$ cat src/rtl/apmu_ibex_rf_wport_ctrl_if.sv
// Write-port bundle between the core/APMU requesters and the register file.
// Carries the core writeback request, the APMU write request and its response,
// the arbitrated register file write, and the clear-done flag.
//   master : requester / register-file side (drives *_i, observes *_o)
//   slave  : the write-port controller      (observes *_i, drives *_o)
interface apmu_ibex_rf_wport_ctrl_if #(
  parameter int unsigned DataWidth = 32
);
  localparam int unsigned RegAddrWidth = 5;

  // Core writeback
  logic                    core_we_i;
  logic [RegAddrWidth-1:0] core_waddr_i;
  logic [DataWidth-1:0]    core_wdata_i;
  logic                    core_stall_o;

  // APMU write requester
  logic                    ext_valid_i;
  logic [RegAddrWidth-1:0] ext_waddr_i;
  logic [DataWidth-1:0]    ext_wdata_i;
  logic                    ext_ready_o;
  logic                    ext_err_o;

  // Register file write port
  logic                    rf_we_o;
  logic [RegAddrWidth-1:0] rf_waddr_o;
  logic [DataWidth-1:0]    rf_wdata_o;

  // Clear sequence status
  logic                    init_done_o;

  modport master (
    output core_we_i, core_waddr_i, core_wdata_i,
    output ext_valid_i, ext_waddr_i, ext_wdata_i,
    input  core_stall_o, ext_ready_o, ext_err_o,
    input  rf_we_o, rf_waddr_o, rf_wdata_o, init_done_o
  );

  modport slave (
    input  core_we_i, core_waddr_i, core_wdata_i,
    input  ext_valid_i, ext_waddr_i, ext_wdata_i,
    output core_stall_o, ext_ready_o, ext_err_o,
    output rf_we_o, rf_waddr_o, rf_wdata_o, init_done_o
  );
endinterface

$ cat src/rtl/apmu_ibex_rf_wport_ctrl.sv
// Write-port controller in front of the FPGA register file's single write port.
// After reset it zeroes x1..x(N-1) (the FPGA RF has no reset of its own), then
// shares the port between core writeback (priority) and an APMU write requester.
// A waiting APMU write is forced through after StarveLimit denied cycles by
// stalling the core for one cycle.
// Ports:
//   clk_i   : clock
//   rst_ni  : synchronous active-low reset
//   bus     : slave side of apmu_ibex_rf_wport_ctrl_if
//             core_we/waddr/wdata_i, core_stall_o   core writeback
//             ext_valid/waddr/wdata_i, ext_ready_o   APMU write handshake
//             ext_err_o                              registered out-of-range pulse
//             rf_we/waddr/wdata_o                    register file write port
//             init_done_o                            registered clear-complete flag
module apmu_ibex_rf_wport_ctrl #(
  parameter bit          RV32E        = 1'b0,
  parameter int unsigned DataWidth    = 32,
  parameter bit          ClearOnReset = 1'b1,
  parameter int unsigned StarveLimit  = 4
) (
  input  logic                     clk_i,
  input  logic                     rst_ni,
  apmu_ibex_rf_wport_ctrl_if.slave bus
);

  localparam int unsigned RegAddrWidth = 5;
  localparam int unsigned AddrWidth    = RV32E ? 4 : 5;
  localparam int unsigned NumRegs      = 1 << AddrWidth;
  localparam int unsigned StarveWidth  = 4;

  localparam logic [AddrWidth-1:0]   LastReg   = AddrWidth'(NumRegs - 1);
  localparam logic [StarveWidth-1:0] StarveMax = StarveWidth'(StarveLimit);

  typedef enum logic {
    S_CLEAR = 1'b0,
    S_RUN   = 1'b1
  } state_e;

  state_e                  state_q, state_d;
  logic [AddrWidth-1:0]    clr_cnt_q, clr_cnt_d;
  logic [StarveWidth-1:0]  starve_cnt_q, starve_cnt_d;
  logic                    ext_err_q, ext_err_d;
  logic                    init_done_q, init_done_d;

  logic                    force_ext;
  logic                    ext_hs;
  logic                    ext_addr_ok;
  logic                    rf_we;
  logic [RegAddrWidth-1:0] rf_waddr;
  logic [DataWidth-1:0]    rf_wdata;
  logic                    ext_ready;
  logic                    core_stall;

  // RV32E only decodes 16 registers; an APMU address with bit 4 set is out of range.
  assign ext_addr_ok = !(RV32E && bus.ext_waddr_i[4]);

  // State and counter registers
  always_ff @(posedge clk_i) begin
    if (!rst_ni) begin
      state_q      <= ClearOnReset ? S_CLEAR : S_RUN;
      clr_cnt_q    <= AddrWidth'(1);
      starve_cnt_q <= '0;
      ext_err_q    <= 1'b0;
      init_done_q  <= !ClearOnReset;
    end else begin
      state_q      <= state_d;
      clr_cnt_q    <= clr_cnt_d;
      starve_cnt_q <= starve_cnt_d;
      ext_err_q    <= ext_err_d;
      init_done_q  <= init_done_d;
    end
  end

  // Next-state, arbitration and write-port mux
  always_comb begin
    state_d      = state_q;
    clr_cnt_d    = clr_cnt_q;
    starve_cnt_d = starve_cnt_q;
    ext_err_d    = 1'b0;
    init_done_d  = init_done_q;
    force_ext    = 1'b0;
    ext_hs       = 1'b0;
    rf_we        = 1'b0;
    rf_waddr     = '0;
    rf_wdata     = '0;
    ext_ready    = 1'b0;
    core_stall   = 1'b1;

    case (state_q)
      S_CLEAR: begin
        // Zero one register per cycle; both requesters are held off.
        rf_we        = 1'b1;
        rf_waddr     = RegAddrWidth'(clr_cnt_q);
        rf_wdata     = '0;
        core_stall   = 1'b1;
        ext_ready    = 1'b0;
        clr_cnt_d    = clr_cnt_q + AddrWidth'(1);
        starve_cnt_d = '0;
        if (clr_cnt_q == LastReg) begin
          state_d     = S_RUN;
          init_done_d = 1'b1;
        end
      end

      S_RUN: begin
        // Core wins unless the APMU has been denied StarveLimit times in a row.
        force_ext  = bus.ext_valid_i && (starve_cnt_q == StarveMax);
        ext_ready  = !bus.core_we_i || force_ext;
        core_stall = bus.core_we_i && force_ext;
        ext_hs     = bus.ext_valid_i && ext_ready;

        if (ext_hs) begin
          // Writes to x0 or out-of-range addresses are acknowledged but dropped.
          rf_we     = ext_addr_ok && (bus.ext_waddr_i != '0);
          rf_waddr  = bus.ext_waddr_i;
          rf_wdata  = bus.ext_wdata_i;
          ext_err_d = !ext_addr_ok;
        end else begin
          rf_we    = bus.core_we_i;
          rf_waddr = bus.core_waddr_i;
          rf_wdata = bus.core_wdata_i;
        end

        // Count consecutive denied cycles, saturating at the limit.
        if (ext_hs || !bus.ext_valid_i) begin
          starve_cnt_d = '0;
        end else if (starve_cnt_q != StarveMax) begin
          starve_cnt_d = starve_cnt_q + StarveWidth'(1);
        end
      end
    endcase

    // Reset gates the port immediately, ahead of the reset edge.
    if (!rst_ni) begin
      rf_we      = 1'b0;
      ext_ready  = 1'b0;
      core_stall = 1'b1;
    end
  end

  assign bus.rf_we_o      = rf_we;
  assign bus.rf_waddr_o   = rf_waddr;
  assign bus.rf_wdata_o   = rf_wdata;
  assign bus.ext_ready_o  = ext_ready;
  assign bus.core_stall_o = core_stall;
  assign bus.ext_err_o    = ext_err_q;
  assign bus.init_done_o  = init_done_q;

endmodule

$ cat src/flat_wrapper.sv
// flat-port wrapper written by rule: the top's interface ports become plain ports
module apmu_ibex_rf_wport_ctrl_flat 
#(
  parameter bit          RV32E        = 1'b0,
  parameter int unsigned DataWidth    = 32,
  parameter bit          ClearOnReset = 1'b1,
  parameter int unsigned StarveLimit  = 4
)
  (clk_i, rst_ni, bus_core_we_i, bus_core_waddr_i, bus_core_wdata_i, bus_ext_valid_i, bus_ext_waddr_i, bus_ext_wdata_i, bus_core_stall_o, bus_ext_ready_o, bus_ext_err_o, bus_rf_we_o, bus_rf_waddr_o, bus_rf_wdata_o, bus_init_done_o);
  apmu_ibex_rf_wport_ctrl_if #(.DataWidth(DataWidth)) bus_i ();
  input  logic clk_i;
  input  logic rst_ni;
  input wire logic [$bits(bus_i.core_we_i)-1:0] bus_core_we_i;
  input wire logic [$bits(bus_i.core_waddr_i)-1:0] bus_core_waddr_i;
  input wire logic [$bits(bus_i.core_wdata_i)-1:0] bus_core_wdata_i;
  input wire logic [$bits(bus_i.ext_valid_i)-1:0] bus_ext_valid_i;
  input wire logic [$bits(bus_i.ext_waddr_i)-1:0] bus_ext_waddr_i;
  input wire logic [$bits(bus_i.ext_wdata_i)-1:0] bus_ext_wdata_i;
  output wire logic [$bits(bus_i.core_stall_o)-1:0] bus_core_stall_o;
  output wire logic [$bits(bus_i.ext_ready_o)-1:0] bus_ext_ready_o;
  output wire logic [$bits(bus_i.ext_err_o)-1:0] bus_ext_err_o;
  output wire logic [$bits(bus_i.rf_we_o)-1:0] bus_rf_we_o;
  output wire logic [$bits(bus_i.rf_waddr_o)-1:0] bus_rf_waddr_o;
  output wire logic [$bits(bus_i.rf_wdata_o)-1:0] bus_rf_wdata_o;
  output wire logic [$bits(bus_i.init_done_o)-1:0] bus_init_done_o;
  assign bus_i.core_we_i = bus_core_we_i;
  assign bus_i.core_waddr_i = bus_core_waddr_i;
  assign bus_i.core_wdata_i = bus_core_wdata_i;
  assign bus_i.ext_valid_i = bus_ext_valid_i;
  assign bus_i.ext_waddr_i = bus_ext_waddr_i;
  assign bus_i.ext_wdata_i = bus_ext_wdata_i;
  assign bus_core_stall_o = bus_i.core_stall_o;
  assign bus_ext_ready_o = bus_i.ext_ready_o;
  assign bus_ext_err_o = bus_i.ext_err_o;
  assign bus_rf_we_o = bus_i.rf_we_o;
  assign bus_rf_waddr_o = bus_i.rf_waddr_o;
  assign bus_rf_wdata_o = bus_i.rf_wdata_o;
  assign bus_init_done_o = bus_i.init_done_o;
  apmu_ibex_rf_wport_ctrl #(.RV32E(RV32E), .DataWidth(DataWidth), .ClearOnReset(ClearOnReset), .StarveLimit(StarveLimit)) u_core (.clk_i(clk_i), .rst_ni(rst_ni), .bus(bus_i));
endmodule
$ cat config.mk
export PLATFORM = sky130hd
export DESIGN_NAME = apmu_ibex_rf_wport_ctrl_flat
export DESIGN_NICKNAME = d
export VERILOG_FILES = /design/src/rtl/apmu_ibex_rf_wport_ctrl_if.sv /design/src/rtl/apmu_ibex_rf_wport_ctrl.sv /design/src/flat_wrapper.sv
export SDC_FILE = /design/constraint.sdc
export NUM_CORES = 1
export LEC_CHECK = 0
export ABC_AREA = 0
export ABC_CLOCK_PERIOD_IN_PS = 2900
export CORE_ASPECT_RATIO = 1.1
export CORE_MARGIN = 2
export CORE_UTILIZATION = 35
export CTS_BUF_LIST = sky130_fd_sc_hd__clkbuf_16
export CTS_CLUSTER_SIZE = 20
export DETAILED_ROUTE_END_ITERATION = 10
export PLACE_DENSITY = 0.87
export SLEW_MARGIN = 20
export SYNTH_ARGS = -nofsm -noshare
export SYNTH_HDL_FRONTEND = slang
export SYNTH_SLANG_ARGS = --single-unit
$ cat constraint.sdc
create_clock -name clk_i -period 2.9 [get_ports clk_i]
set_input_delay 0.58 -clock clk_i [delete_from_list [all_inputs] [get_ports clk_i]]
set_output_delay 0.58 -clock clk_i [all_outputs]
set_load 0.02 [all_outputs]
Word level (Yosys, flattened, before mapping)
Cells that the tools add are included.
{"block": "totals", "regBits": 11, "input_bits": 78, "word_cells": 36}
{"block": "op_classes", "n_addsub": 2, "n_eq_ne": 4, "n_mux": 16, "bitwise": 1, "n_reduce_logical": 9}
{"op": "$pmux W32 S2", "n": 1}
{"op": "$mux W32", "n": 1}
{"op": "$pmux W5 S2", "n": 1}
{"op": "$mux W4", "n": 2}
{"op": "$pmux W4 S2", "n": 1}
{"op": "$mux W1", "n": 6}
{"op": "$pmux W1 S2", "n": 3}
{"op": "$add A5 B1 Y5 const B", "n": 1}
{"op": "$eq A5 B5 Y1 const B", "n": 1}
{"op": "$mux W5", "n": 1}
{"op": "$reduce_bool A5 Y1", "n": 1}
{"op": "$add A4 B1 Y4 const B", "n": 1}
{"op": "$eq A4 B3 Y1 const B", "n": 1}
{"op": "$ne A4 B3 Y1 const B", "n": 1}
{"op": "$logic_and A1 B1 Y1", "n": 3}
{"op": "$ne A3 B3 Y1 const B", "n": 1}
{"op": "$logic_not A1 Y1", "n": 2}
{"op": "$logic_or A1 B1 Y1", "n": 2}
{"op": "$reduce_and A2 Y1", "n": 1}
{"op": "$not A1 Y1", "n": 1}

Logic depth before layout (Yosys ltp)
Gate-level depths: netlist (run 1).
{"block": "logic_depth", "depth_word": 7, "depth_mapped": 7}

Worst setup path before layout (run 1)
Ideal clock, no wire load.
{"block": "synth_timing", "path_type": "input-to-output", "startpoint": "input port bus_ext_valid_i", "endpoint": "output port bus_ext_ready_o", "t_arrival_ns": 1.484, "t_required_ns": 2.320, "setup_slack_ns": 0.836, "cell_stages": 3, "path_cell_list": "nand4b_1 buf_2 a211oi_1"}
{"block": "synth_via", "elab_chain_cells": 4}
{"item": "start: declaration", "line": "flat_wrapper.sv:16", "rtl": "input wire logic [$bits(bus_i.ext_valid_i)-1:0] bus_ext_valid_i;"}
{"item": "$logic_and A1 B1 Y1", "line": "apmu_ibex_rf_wport_ctrl.sv:107", "rtl": "force_ext = bus.ext_valid_i && (starve_cnt_q == StarveMax);"}
{"item": "$logic_or A1 B1 Y1", "line": "apmu_ibex_rf_wport_ctrl.sv:108", "rtl": "ext_ready = !bus.core_we_i || force_ext;"}
{"item": "$pmux W1 S2", "line": "apmu_ibex_rf_wport_ctrl.sv:89", "rtl": "case (state_q)"}
{"item": "$mux W1", "line": "apmu_ibex_rf_wport_ctrl.sv:134", "rtl": "if (!rst_ni) begin"}
{"item": "end: declaration", "line": "flat_wrapper.sv:20", "rtl": "output wire logic [$bits(bus_i.ext_ready_o)-1:0] bus_ext_ready_o;"}
No other way between the ends.

Worst setup path in the final report (run 1)
{"block": "layout_timing", "startpoint": "input port bus_ext_valid_i", "endpoint": "output port bus_rf_waddr_o[4]"}
{"block": "layout_via", "elab_chain_cells": 5}
{"item": "$logic_and A1 B1 Y1", "line": "apmu_ibex_rf_wport_ctrl.sv:107"}
{"item": "$logic_or A1 B1 Y1", "line": "apmu_ibex_rf_wport_ctrl.sv:108"}
{"item": "$logic_and A1 B1 Y1 *", "line": "apmu_ibex_rf_wport_ctrl.sv:110", "rtl": "ext_hs = bus.ext_valid_i && ext_ready;"}
{"item": "$mux W5 *", "line": "apmu_ibex_rf_wport_ctrl.sv:112", "rtl": "if (ext_hs) begin"}
{"item": "$pmux W5 S2 *", "line": "apmu_ibex_rf_wport_ctrl.sv:89"}
{"item": "end: declaration", "line": "flat_wrapper.sv:23", "rtl": "output wire logic [$bits(bus_i.rf_waddr_o)-1:0] bus_rf_waddr_o;"}
Mark *: on every way between the ends. The rest lies on a longest branch, timed or not.

==> metrics.txt, run 1 <==
crit share post-route=97.1%; # diodes=0; RePlAce Congestion=0.859; Post-CTS Setup Inserts=0; clock-pin slew on the worst setup and hold paths=0.04 ns; warning count from the yosys run=0; share of layout cells above drive strength 1=20.1%; pre-CTS setup slack=-0.192 ns; final WL=5420 um; Synth Instances=196; Die Wd=64.7 um; unrepaired setup endpoints after global routing=no; CTS tree=built; Vias=1886; Max Clk Rate=355 MHz; critical path class=input port to output pin; GRT Total Usage=23.2%; combinational power share=35.4%; Root Buffer=clkbuf_16; Pleak=0.00118 uW; worst-skew pair later-pin latency=0.24 ns; final net count=397; PD cells=231 mW/mm^2; port bufs=118; Worst setup SP type=input port; syn avg cell area=7.24 sq um; Flop pwr share=25.7%; final core utilization=70.2%; TritonRoute pass-1 iters=5; Netlist cell types=32; switching share of power=24.6%; Avg WL per Cell=14.8 um; IO Pins=120; crit path max fanout=10; VDD IR max=0.376 mV; synth-to-layout area growth=94.7%; die height=70.8 um; drt first-iter violations=105; max-capacitance violation count=0; Final Instance Area=0.00276 sq mm; Starting Density=36.1%; Tmin final=2.81 ns; Critical Path Slowest Stage Cell=clkdlybuf4s50_1; Switch Pwr=157 uW; H-tree depth=1; grt ovf=0; outcome=finished, final reports clean; number of vias per cell=5.15; final setup margin=0.0851 ns; Mapped Nets=278; number of global-route vias before repair=1768; cell breakdown of the critical path=clkdlybuf4s50_1, and4b_4, buf_12, o21ai_0, a31oi_1, dlygate4sd2_1; largest net degree at the start of global routing=33; die area=0.00458 sq mm; # clock sinks=11; antenna violations before repair=0; core area=0.00393 sq mm; first-pass GRT wire length=8470 um; CTS Buffer Depth=2; Yosys reg bits=11; number of buffers created by CTS=3; worst min-delay path category=flop to flop; Max stage delay on crit path=0.56 ns; Residual DRC=0; Final Max Slew Viols=0; post-route ant nets=0; crit end category=output pin; Rows=24; CP required=2.32 ns; fillers=346; clock share of power=38.9%; WHS=0.462 ns; cell-internal power=481 uW; post-detail-place hpwl=4110 um; Worst EP arrival=2.23 ns; sequential area share after synthesis=15.5%; DP Area=0.00273 sq mm; Final Hold Viols=0; Mapped Area=0.00142 sq mm; Final setup viols=0; Worst Skew=0.00124 ns
[cells in the final DEF (no fill, tap or decap), types with 2 or more instances in the layout]
| master | Yosys | layout |
|---|---|---|
| clkdlybuf4s50_1 | 0 | 78 |
| nand3_1 | 40 | 40 |
| dlygate4sd2_1 | 0 | 37 |
| o21ai_2 | 19 | 19 |
| a21oi_2 | 19 | 19 |
| o21ai_0 | 18 | 18 |
| a21oi_1 | 16 | 16 |
| nor2_1 | 16 | 16 |
| dfxtp_1 | 11 | 11 |
| buf_4 | 7 | 9 |
| buf_12 | 2 | 8 |
| inv_1 | 4 | 5 |
| a31oi_1 | 5 | 5 |
| ha_1 | 4 | 4 |
| xor2_1 | 3 | 3 |
| clkbuf_16 | 0 | 3 |
| nand4b_1 | 2 | 2 |
| nand2_1 | 2 | 2 |
| mux2i_1 | 2 | 2 |
| xnor2_1 | 2 | 2 |
| clkdlybuf4s15_1 | 0 | 2 |
[what timing repair did]
action	CTS	global route
gates resized for setup	41	5
setup endpoints to repair	40	3
hold buffers	0	0
[power by group through the flow]
stage                     Clock, uW  Combinational, uW  Sequential (uW)
after floorplan                   0               84.2              165
after global placement            0                226              166
after detailed placement          0                229              166
after CTS                       253                227              164
after global routing            261                245              164
final                           249                226              164
[critical path: cells and delay by family]
family / cells / cell delay [ns]
and+or+nand+nor: 1 / 0.31
AOI/OAI and AO/OA: 2 / 0.30
buffers and inverters: 3 / 1.05
[sequential cells by signal, indices dropped and copies added (netlist names)]
signal,flops
u_core.bus.init_done_o,1
u_core.clr_cnt_q,5
u_core.starve_cnt_q,4
u_core.state_q,1
[synth_stat cells]
library cell | instances | area share, %
a21oi_2 | 19 | 12
and3_2 | 1 | 0.53
dfxtp_1 | 11 | 16
xor2_1 | 3 | 1.9
o21ai_2 | 19 | 12
buf_4 | 7 | 3.7
nand2_1 | 2 | 0.53
ha_1 | 4 | 3.5
mux2i_1 | 2 | 1.4
inv_1 | 4 | 1.1
clkinv_1 | 1 | 0.26
buf_12 | 2 | 2.8
nand3_1 | 40 | 14
nor2_1 | 16 | 4.2
clkbuf_2 | 1 | 0.35
nor2b_1 | 2 | 0.88
o21ai_0 | 18 | 6.3
a211oi_1 | 1 | 0.53
buf_2 | 6 | 2.1
o21ai_1 | 1 | 0.35
buf_6 | 2 | 1.6
xnor2_1 | 2 | 1.2
conb_1 | 1 | 0.26
clkbuf_1 | 3 | 0.79
nand4b_1 | 2 | 1.2
a31oi_1 | 5 | 2.2
a21oi_1 | 16 | 5.6
nand2b_1 | 1 | 0.44
and4b_4 | 1 | 0.97
or4_1 | 1 | 0.53
buf_8 | 1 | 1.1
and3_1 | 1 | 0.44
[worst paths after layout]
| kind | depth (start not counted) | from | end | slack (ns) |
|---|---|---|---|---|
| worst min register to register | 1 | u_core.starve_cnt_q[0] | u_core.starve_cnt_q[0] | 0.46 |
| worst min-delay path | 1 | u_core.starve_cnt_q[0] | u_core.starve_cnt_q[0] | 0.46 |
| worst max register to register | 6 | u_core.starve_cnt_q[0] | u_core.starve_cnt_q[2] | 1.54 |
| worst max-delay path | 6 | bus_ext_valid_i | bus_rf_waddr_o[4] | 0.09 |
[metrics by stage]
stage / power, uW / TNS [ns] / std cells
global placement: 391 / -4.15 / 362
detailed placement: 396 / -5.57 / 362
CTS: 644 / 0 / 366
global route: 670 / 0 / 366
floorplan: 249 / 0 / 196
finish: 638 / 0 / 366
[layer usage]
metal	vias to the layer above	routed length, um	global-route usage, %
met5	-	0	0
met4	0	160	9.93
met3	16	351	3.66
met2	79	2970	43.5
met1	849	1940	25.2
li1	942	-	-
[final cells by class]
| type | instances | area (sq um) | share of cell area, % |
|---|---|---|---|
| Timing Repair Buffer | 136 | 1370 | 49.5 |
| Multi-Input combinational cell | 158 | 1010 | 36.6 |
| Sequential cell | 11 | 220 | 7.97 |
| Clock buffer | 3 | 75.1 | 2.72 |
| Tap cell | 52 | 65.1 | 2.36 |
| Inverter | 5 | 18.8 | 0.679 |
| Clock inverter | 1 | 3.75 | 0.136 |
[logic make-up after synthesis]
logic type | Yosys count | synth area share (%)
compound gates | 79 | 38.5
xor+xnor | 5 | 3.09
fa+ha+maj | 4 | 3.53
buf+inv | 27 | 13.8
flops | 11 | 15.5
mux | 2 | 1.41
other cells | 1 | 0.264
simple gates | 67 | 23.9
Note: power is estimated with default switching activity, not from simulation.
==> inputs of run 2 (changes only) <==
--- a/config.mk
+++ b/config.mk
@@ -7,7 +7,7 @@
 export LEC_CHECK = 0
 export ABC_AREA = 0
 export ABC_CLOCK_PERIOD_IN_PS = 2900
-export CORE_ASPECT_RATIO = 1.1
+export CORE_ASPECT_RATIO = 0.75
 export CORE_MARGIN = 2
 export CORE_UTILIZATION = 35
 export CTS_BUF_LIST = sky130_fd_sc_hd__clkbuf_16
==> run 2 against run 1 <==
Maximum frequency down 0.76%. Non-clock buffer count down 1. Combinational power down 3%. Final cell count up 0.55%. Largest power group unchanged. Sequential cell count unchanged. Global-route usage down 0.80 points. Routed wire length down 3.2%. Clock power down 2%. Register-to-register slack better by 0.02 ns.
==> metrics.txt, run 2 (same netlist as run 1, synthesis figures left out) <==
max reg flops=5 (unchanged); Final Max Slew Viols=0 (unchanged); post-detail-place hpwl=4040 um (-1.5%); # diodes=0 (unchanged); Avg WL per Cell=14.3 um (-3.7%); port bufs=118 (unchanged); register area=220 sq um (unchanged); RePlAce Congestion=0.801 (-6.7%); Pleak=0.00112 uW (-5.0%); Regs by FF count=u_core.clr_cnt_q: 5 flops, u_core.starve_cnt_q: 4 flops; Residual DRC=0 (unchanged); crit share post-route=97.8% (+0.75 points); PD cells=230 mW/mm^2 (-0.33%); TritonRoute pass-1 iters=4 (-1); final core utilization=68.3% (-1.9 points); die height=59.1 um (-16%); worst r2r dst=u_core.clr_cnt_q[4]; Final Hold Viols=0 (unchanged); die area=0.00458 sq mm (+0.10%); fillers=354 (+2.3%); Starting Density=35.7% (-0.41 points); CTS Hold Buffers Added=0 (unchanged); Tmin final=2.84 ns (+0.0217 ns); synth-to-layout area growth=91.5%; clock-pin slew on the worst setup and hold paths=0.04 ns (about the same); max-capacitance violation count=0 (unchanged); number of global-route vias before repair=1803 (+2.0%); VDD IR max=0.291 mV (-23%); area occupied by multi-input gates=0.00101 sq mm (unchanged); pre-CTS setup slack=-0.220 ns (-0.0281 ns); Final setup viols=0 (unchanged); final WL=5250 um (-3.2%); # clock sinks=11 (unchanged); Final Instance Area=0.00272 sq mm (-1.6%); antenna violations before repair=0 (unchanged); R2R Setup Slk=1.56 ns (+0.02 ns); outcome=finished, final reports clean; CP startpoint=bus_ext_valid_i; Biggest register=u_core.clr_cnt_q; post-route ant nets=0 (unchanged); final net count=396 (-0.25%); CP required=2.32 ns (about the same); critical path class=input port to output pin; grt ovf=0 (unchanged); GRT Total Usage=22.4% (-0.80 points); worst-skew pair later-pin latency=0.23 ns (about the same); Max Clk Rate=353 MHz (-0.76%); crit path max fanout=27 (+17); core area=0.00398 sq mm (+1.1%); most common cell after layout, fill and taps aside=clkdlybuf4s50_1; R2R cell count=5 (-1); WHS=0.461 ns (-0.00106 ns); CTS tree=built; Rows=20 (-17%); Root Buffer=clkbuf_16; Die Wd=77.5 um (+20%); drt first-iter violations=103 (-1.9%); Worst EP arrival=2.26 ns (+0.03 ns); crit end category=output pin; DP Area=0.00269 sq mm (-1.6%); setup TNS=0 ns (unchanged); commonest non-fill, non-tap cells in the layout=clkdlybuf4s50_1, nand3_1, dlygate4sd2_1; Vias=1900 (+0.74%); CTS Buffer Depth=2 (unchanged); final setup margin=0.0634 ns (-0.0217 ns); H-tree depth=1 (unchanged); Worst setup SP type=input port; Worst Skew=0.00127 ns (+0.0000325 ns); Setup crit end=bus_rf_wdata_o[18]; IO Pins=120 (unchanged); number of buffers created by CTS=3 (unchanged); largest net degree at the start of global routing=28 (-15%); reg-to-reg critical path startpoint=u_core.clr_cnt_q[0]; first-pass GRT wire length=8300 um (-2.0%); share of layout cells above drive strength 1=21.7% (+1.7 points); worst min-delay path category=flop to flop; number of vias per cell=5.16 (+0.19%)
-- run 2: cell types whose count changed in the layout (fill, tap and decap cells not counted) --
cell | previous run | this run
buf_12 | 8 | 6
clkbuf_2 | 1 | 7
buf_4 | 9 | 11
clkdlybuf4s15_1 | 2 | 10
dlygate4sd2_1 | 37 | 23
buf_6 | 1 | 0
-- run 2: how the worst min path moves through the flow --
stage | from | end | slack (ns) | depth (start not counted)
6_report | u_core.starve_cnt_q[0] | u_core.starve_cnt_q[0] | 0.46 | 1
5_1_grt | u_core.starve_cnt_q[0] | u_core.starve_cnt_q[0] | 0.49 | 1
4_1_cts | u_core.starve_cnt_q[0] | u_core.starve_cnt_q[0] | 0.47 | 1
3_5_place_dp | u_core.starve_cnt_q[0] | u_core.starve_cnt_q[0] | 0.46 | 1
3_3_place_gp | u_core.starve_cnt_q[0] | u_core.starve_cnt_q[0] | 0.44 | 1
2_1_floorplan | u_core.starve_cnt_q[0] | u_core.starve_cnt_q[0] | 0.43 | 1
-- run 2: layout make-up --
cell class	instances	area share, %
tap	55	2.53
sequential	11	8.10
clock buffer	3	2.76
multi-input combinational	158	37.2
inverter	5	0.691
timing repair buffer	135	48.6
clock inverter	1	0.138
-- run 2: what timing repair did --
| item | in CTS | in global routing |
|---|---|---|
| buffers inserted | 1 | 1 |
| pin swaps | 1 | 1 |
| setup endpoints to repair | 40 | 18 |
| gates resized for setup | 40 | 25 |
-- run 2: report_power, final --
group	internal (uW)	switching (uW)	leakage (uW)
clock	180	62.9	0.0000423
combinational	138	81.1	0.000988
sequential	158	6.25	0.0000894
-- run 2: critical path, stage by stage --
cell	delay, ns
clkdlybuf4s50_1	0.52
nand4b_1	0.22
buf_4	0.16
buf_12	0.16
nand3_1	0.11
a21oi_2	0.13
dlygate4sd2_1	0.35
-- run 2: per-stage QoR --
| stage | cells | total power (uW) |
|---|---|---|
| after floorplan | 196 | 249 |
| after global placement | 362 | 383 |
| after detailed placement | 362 | 388 |
| after CTS | 367 | 630 |
| after global routing | 368 | 665 |
| final | 368 | 626 |
-- run 2: routing by layer --
layer / track usage [%] / up-vias / share of wire [%]
met1: 27.1 / 878 / 44
li1: - / 935 / -
met4: 3.83 / 0 / 1.0
met2: 40.4 / 79 / 47
met3: 6.55 / 8 / 8.4
met5: 0 / - / 0
